<file path="src/rtl/sdram_wbm_pkg.sv">
// rtl/sdram_wbm_pkg.sv - state encoding, beat counter width and default constants for sdram_wbm
package sdram_wbm_pkg;

  typedef enum logic [1:0] {
    ST_IDLE = 2'd0,
    ST_ACT  = 2'd1,
    ST_GAP  = 2'd2
  } wbm_state_t;

  localparam int DEFAULT_BURST_MAX   = 8;
  localparam int DEFAULT_TIMEOUT_CYC = 255;

  function automatic int beat_cnt_w(input int burst_max);
    return $clog2(burst_max + 1);
  endfunction

endpackage

</file>
<file path="src/rtl/sdram_wbm_timeout.sv">
// rtl/sdram_wbm_timeout.sv - loadable down-counter, expire flags TIMEOUT_CYC cycles after load drops
module sdram_wbm_timeout #(
  parameter int TIMEOUT_CYC = 255
) (
  input  logic clk,
  input  logic reset,
  input  logic load,
  output logic expire
);

  localparam int W = $clog2(TIMEOUT_CYC + 1);

  logic [W-1:0] cnt;

  always_ff @(posedge clk or negedge reset) begin
    if (!reset) begin
      cnt <= W'(TIMEOUT_CYC);
    end else if (load) begin
      cnt <= W'(TIMEOUT_CYC);
    end else if (cnt != '0) begin
      cnt <= cnt - W'(1);
    end
  end

  assign expire = (cnt == '0) && !load;

endmodule

</file>
<file path="src/rtl/sdram_wbm.sv">
// rtl/sdram_wbm.sv - Wishbone master splitting a local request into single-beat sdram transactions
// Optional ACT-phase timeout abort is built when SDRAM_WBM_TIMEOUT_EN is defined.
module sdram_wbm
  import sdram_wbm_pkg::*;
#(
  parameter int BURST_MAX = DEFAULT_BURST_MAX
`ifdef SDRAM_WBM_TIMEOUT_EN
  ,
  parameter int TIMEOUT_CYC = DEFAULT_TIMEOUT_CYC
`endif
) (
  input  logic        clk,
  input  logic        reset,
  input  logic        req_valid,
  output logic        req_ready,
  input  logic        req_write,
  input  logic [31:0] req_addr,
  input  logic [3:0]  req_len,
  input  logic [15:0] wr_data,
  output logic        wr_data_pop,
  output logic [15:0] rd_data,
  output logic        rd_valid,
  output logic        done,
  output logic        err,
  output logic [31:0] wbm_address,
  output logic [15:0] wbm_writedata,
  input  logic [15:0] wbm_readdata,
  output logic        wbm_strobe,
  output logic        wbm_cycle,
  output logic        wbm_write,
  input  logic        wbm_ack
);

  localparam int CW = beat_cnt_w(BURST_MAX);

  wbm_state_t    state;
  logic [CW-1:0] beats_left;

  function automatic logic [CW-1:0] clamp_len(input logic [3:0] len);
    if (len == 4'd0) return CW'(1);
    if (int'(len) > BURST_MAX) return CW'(BURST_MAX);
    return CW'(len);
  endfunction

  assign req_ready = (state == ST_IDLE);

`ifdef SDRAM_WBM_TIMEOUT_EN
  logic tmo_expire;
  logic err_q;

  // Counter reloads whenever we are outside ACT, so every beat gets a full window.
  sdram_wbm_timeout #(
    .TIMEOUT_CYC(TIMEOUT_CYC)
  ) u_timeout (
    .clk    (clk),
    .reset  (reset),
    .load   (state != ST_ACT),
    .expire (tmo_expire)
  );

  assign err = err_q;
`else
  assign err = 1'b0;
`endif

  always_ff @(posedge clk or negedge reset) begin
    if (!reset) begin
      state         <= ST_IDLE;
      beats_left    <= '0;
      wbm_address   <= '0;
      wbm_writedata <= '0;
      wbm_strobe    <= 1'b0;
      wbm_cycle     <= 1'b0;
      wbm_write     <= 1'b0;
      wr_data_pop   <= 1'b0;
      rd_data       <= '0;
      rd_valid      <= 1'b0;
      done          <= 1'b0;
`ifdef SDRAM_WBM_TIMEOUT_EN
      err_q         <= 1'b0;
`endif
    end else begin
      rd_valid    <= 1'b0;
      done        <= 1'b0;
      wr_data_pop <= 1'b0;
`ifdef SDRAM_WBM_TIMEOUT_EN
      err_q       <= 1'b0;
`endif
      unique case (state)
        ST_IDLE: begin
          if (req_valid) begin
            state       <= ST_ACT;
            wbm_address <= req_addr;
            wbm_write   <= req_write;
            beats_left  <= clamp_len(req_len);
            wbm_cycle   <= 1'b1;
            wbm_strobe  <= 1'b1;
            if (req_write) begin
              wbm_writedata <= wr_data;
              wr_data_pop   <= 1'b1;
            end
          end
        end
        ST_ACT: begin
          if (wbm_ack) begin
            wbm_strobe <= 1'b0;
            if (!wbm_write) begin
              rd_data  <= wbm_readdata;
              rd_valid <= 1'b1;
            end
            if (beats_left == CW'(1)) begin
              state     <= ST_IDLE;
              wbm_cycle <= 1'b0;
              done      <= 1'b1;
            end else begin
              state       <= ST_GAP;
              beats_left  <= beats_left - CW'(1);
              wbm_address <= wbm_address + 32'd1;
            end
          end
`ifdef SDRAM_WBM_TIMEOUT_EN
          else if (tmo_expire) begin
            state      <= ST_IDLE;
            wbm_strobe <= 1'b0;
            wbm_cycle  <= 1'b0;
            done       <= 1'b1;
            err_q      <= 1'b1;
          end
`endif
        end
        ST_GAP: begin
          // The slave starts an op on the rising edge of stb&cyc, hence the one-cycle drop.
          state      <= ST_ACT;
          wbm_strobe <= 1'b1;
          if (wbm_write) begin
            wbm_writedata <= wr_data;
            wr_data_pop   <= 1'b1;
          end
        end
        default: state <= ST_IDLE;
      endcase
    end
  end

endmodule

</file>
<file path="config.mk">
export PLATFORM = sky130hd
export DESIGN_NAME = sdram_wbm
export DESIGN_NICKNAME = d
export VERILOG_FILES = /design/src/rtl/sdram_wbm_pkg.sv /design/src/rtl/sdram_wbm_timeout.sv /design/src/rtl/sdram_wbm.sv
export SDC_FILE = /design/constraint.sdc
export NUM_CORES = 1
export LEC_CHECK = 0
export CAP_MARGIN = 15
export CORE_MARGIN = 2
export CORE_UTILIZATION = 46
export CTS_CLUSTER_DIAMETER = 200
export DETAILED_ROUTE_END_ITERATION = 8
export GPL_TIMING_DRIVEN = 1
export PLACE_DENSITY_LB_ADDON = 0.3
export SYNTH_ARGS = -nofsm -noshare
export SYNTH_HDL_FRONTEND = slang
export SYNTH_SLANG_ARGS = --single-unit
</file>
<file path="constraint.sdc">
create_clock -name clk -period 2.2 [get_ports clk]
set_clock_uncertainty 0.05 [all_clocks]
set_input_delay 0.44 -clock clk [delete_from_list [all_inputs] [get_ports clk]]
set_output_delay 0.44 -clock clk [all_outputs]
set_load 0.005 [all_outputs]
</file>
==> impl_results.md <==
- Initial antenna violation count: 0
- Seq pwr share: 0.342
- Overall routing resource usage: 0.2525
- Die Wd: 99.74 um
- Total clock sinks: 76
- Avg Inst Size Synth: 10.11 um^2
- Final-report hold violation count: 0
- Max-cap check violation count: 0
- Finished Core Util: 0.6901
- Sw Ratio: 0.3939
- Routed vias: 4081
- CTS Buf Count: 9
- Final net count: 642
- Worst reg2reg endpoint: wbm_address[28]
- Worst R2R Path Depth: 8
- Mapped Nets: about 490
- FF+latch area: 1902 um^2
- Fin crit share: 0.9572
- Hpwl dp: 8820 um
- Initial Utilization: 0.4788
- #FFs+latches synth: 76
- Total power: 0.008351 W
- Setup bufs post-CTS: 0
- Max Buffers Root-to-Sink: 2
- Post-route ant nets: 0
- Yosys Warn Count: 0
- GRT overflow: 0
- Register clock-pin slew on the reported worst setup and hold paths: 90 ps
- CP max FO: 10
- Wire per inst: 17.91 um
- Post-Synth Adder-Cell Area: 0.008902
- Global-route wire length before repair: 20030 um
- Pwr Density: 1374 nW/um^2
- TritonCTS clock tree: done
- Reg-to-reg startpoint: beats_left[1]
- XOR/XNOR Fraction of Synth Area: 0
- Layout area overhead: 44.12%
- Final wirelength: 12160 um
- I/O pin cnt: 145
- Setup slack after placement: 23.29 ps
- H-tree depth: 3
- Worst slew pin tran: approximately 530 ps
- Final setup vio count: 0
- Root Driver: clkbuf_8
- CP Data Required Time: 1710 ps
- Final setup TNS: 0 ps
- Layout Cells excl Fill: about 680
- WP data arrival: 1620 ps
- Fin crit period: around 2100 ps
- Diodes inserted: 0
- Asr flop ratio synth: 1.000
- Number of flops mapped to enable cells by yosys: 0
- Die ar.: 9948 um^2
- # DRC: 0
- Final RePlAce weighted congestion: between 0.8 and 0.9
- P_leak: 2.388 nW
- Gate power share: 0.540
- Final setup margin: ~94 ps
- Multi-input logic area: 2116 um^2
- # rows: 34
- Largest family of logic cells by synthesized area: simple AND/OR/NAND/NOR gates
- Status: complete, no violations
- Kind of critical path: register to output port
- Worst-skew pair later-pin latency: 340 ps
- Slew Viols, Final: 0
- R2r setup slk: 100 ps
- Maximum vdd drop: 613.2 uV
- Startpoint types: register
- Slew HR: 0.6424
- Internal cell power: 0.005062 W
- CP endpoint kind: output port
- Area of the mapped netlist: 4217 um^2
- Vias/cell: 6.010
- Compound-Gate Fraction of Synth Area: 0.1964
- FILL cells: 692
- Post-Synthesis Cells: 417
- Ys flop type: dfrtp_1
- Hold WC Path Type: input port to async pin
- RSZ-0062 raised after global routing: no
- Multiplexer share of the synthesized area: 0.08783
- Synth Area in Simple Gates: 0.2039
- Pin count of the biggest net entering global routing: 45
- Clock power share: 0.118
- Number of global-route vias before repair: 4031
- Die span in y: 99.74 um
- Yosys cell types: 62
- CORE AREA: slightly below 9000 um^2
- Fmax: about 470 MHz
- Register area share after synthesis: 0.4510
- Layout cell share with drive strength beyond 1: 0.1769
- IO buf count: 143
- Switching pwr: about 0.0033 W
- Placed cell count: 663
- DRT iter0 DRCs: 207
- First-pass DRT Iterations: 5
worst max path at each step:
stage                     cells after the start  slack (ps)     startpoint              end
after floorplan                               8         400  beats_left[1]  wbm_address[11]
after global placement                        6          60      req_valid  wbm_address[25]
after detailed placement                      6          20      req_valid  wbm_address[29]
after CTS                                     3          80       state[0]        req_ready
after global routing                          3          20       state[0]        req_ready
final                                         3          90       state[0]        req_ready
power by group through the flow:
| stage | clock network [W] | registers, W | logic [W] |
|---|---|---|---|
| 2_1_floorplan | 0 | 0.00274 | 0.00232 |
| 3_3_place_gp | 0 | 0.00282 | 0.00432 |
| 3_5_place_dp | 0 | 0.00287 | 0.00447 |
| 4_1_cts | 0.00101 | 0.00284 | 0.00449 |
| 5_1_grt | 0.00106 | 0.00297 | 0.00490 |
| 6_report | 0.000987 | 0.00286 | 0.00451 |
critical path: stages (launching register included):
cell             delay (ps)
dfrtp_1                 460
buf_4                   200
nor2_1                  100
clkdlybuf4s50_1         510
placed cells by master (no fill, tap or decap), drive strengths merged, types with 5 or more instances in the layout:
cell | netlist | routed
and3 | 10 | 10
dfrtp | 76 | 76
clkbuf | 9 | 10
a311oi | 7 | 7
nand2 | 24 | 24
a31oi | 9 | 9
o22a | 5 | 5
and4 | 8 | 8
a211oi | 11 | 11
clkdlybuf4s50 | 0 | 142
buf | 22 | 27
nor3 | 8 | 8
mux2 | 32 | 32
o21ai | 25 | 25
nand3 | 14 | 14
nor4 | 7 | 7
a21oi | 36 | 36
or3 | 7 | 7
nor2 | 29 | 29
nand4 | 14 | 14
o211ai | 7 | 7
inv | 10 | 12
cells in the mapped netlist, types with 3 or more instances:
master | count | share of area
a211oi_1 | 9 | 0.016
a21oi_1 | 34 | 0.040
a22oi_1 | 3 | 0.0053
a311oi_1 | 7 | 0.015
a31oi_1 | 9 | 0.013
a32oi_1 | 3 | 0.0062
and2_1 | 3 | 0.0045
and3_1 | 9 | 0.013
and4_1 | 7 | 0.015
buf_2 | 10 | 0.012
buf_4 | 11 | 0.020
clkbuf_1 | 9 | 0.0080
dfrtp_1 | 76 | 0.45
ha_1 | 3 | 0.0089
inv_1 | 9 | 0.0080
mux2_2 | 32 | 0.085
nand2_1 | 23 | 0.020
nand2b_1 | 3 | 0.0045
nand3_1 | 13 | 0.015
nand4_1 | 11 | 0.016
nor2_1 | 28 | 0.025
nor2b_1 | 3 | 0.0045
nor3_1 | 8 | 0.0095
nor4_1 | 4 | 0.0059
o211ai_1 | 7 | 0.012
o21ai_0 | 24 | 0.028
o22a_1 | 5 | 0.010
o22ai_1 | 3 | 0.0045
or3_1 | 7 | 0.010
kinds of logic (layout without fill, tap and decap cells):
family / after synthesis / count (layout)
and+or+nand+nor: 141 / 141
AOI/OAI and AO/OA: 122 / 122
DFF: 76 / 76
buffers and inverters: 41 / 195
muxes: 33 / 33
adders and majority gates: 3 / 3
other: 1 / 1
flip-flops by register name, summed over array words and instances (netlist names):
| register | count |
|---|---|
| beats_left | 4 |
| done | 1 |
| rd_data | 16 |
| rd_valid | 1 |
| state | 2 |
| wbm_address | 32 |
| wbm_cycle | 1 |
| wbm_strobe | 1 |
| wbm_write | 1 |
| wbm_writedata | 16 |
| wr_data_pop | 1 |
timing repair:
item | in CTS | in global routing
hold buffers | 0 | 0
setup endpoints to repair | 0 | 4
resized for setup | 0 | 3
final cells by class:
cell class,instances,area share
clock inverters,6,0.007824
flip-flops and latches,76,0.3129
clock buffers,10,0.02100
repair buffers,169,0.2817
multi-input cells,300,0.3482
inverters,10,0.006177
well taps,108,0.02224
stage by stage:
stage | hold slack [ps] | area (um^2)
floorplan | 94.41 | 4217
CTS | 12.85 | 6063
finish | 12.82 | 6077
global placement | 393.0 | 5888
detailed placement | 401.7 | 5888
global route | 38.19 | 6077
per-layer routing:
layer  up-vias  part of all wire  global-route usage
met5         -                 0                   0
met3        31             0.057             0.04146
met1      2009              0.40              0.3275
li1       1867                 -                   -
met2       174              0.51              0.4252
met4         0             0.026             0.09589
(Power assumes the default switching activity.)
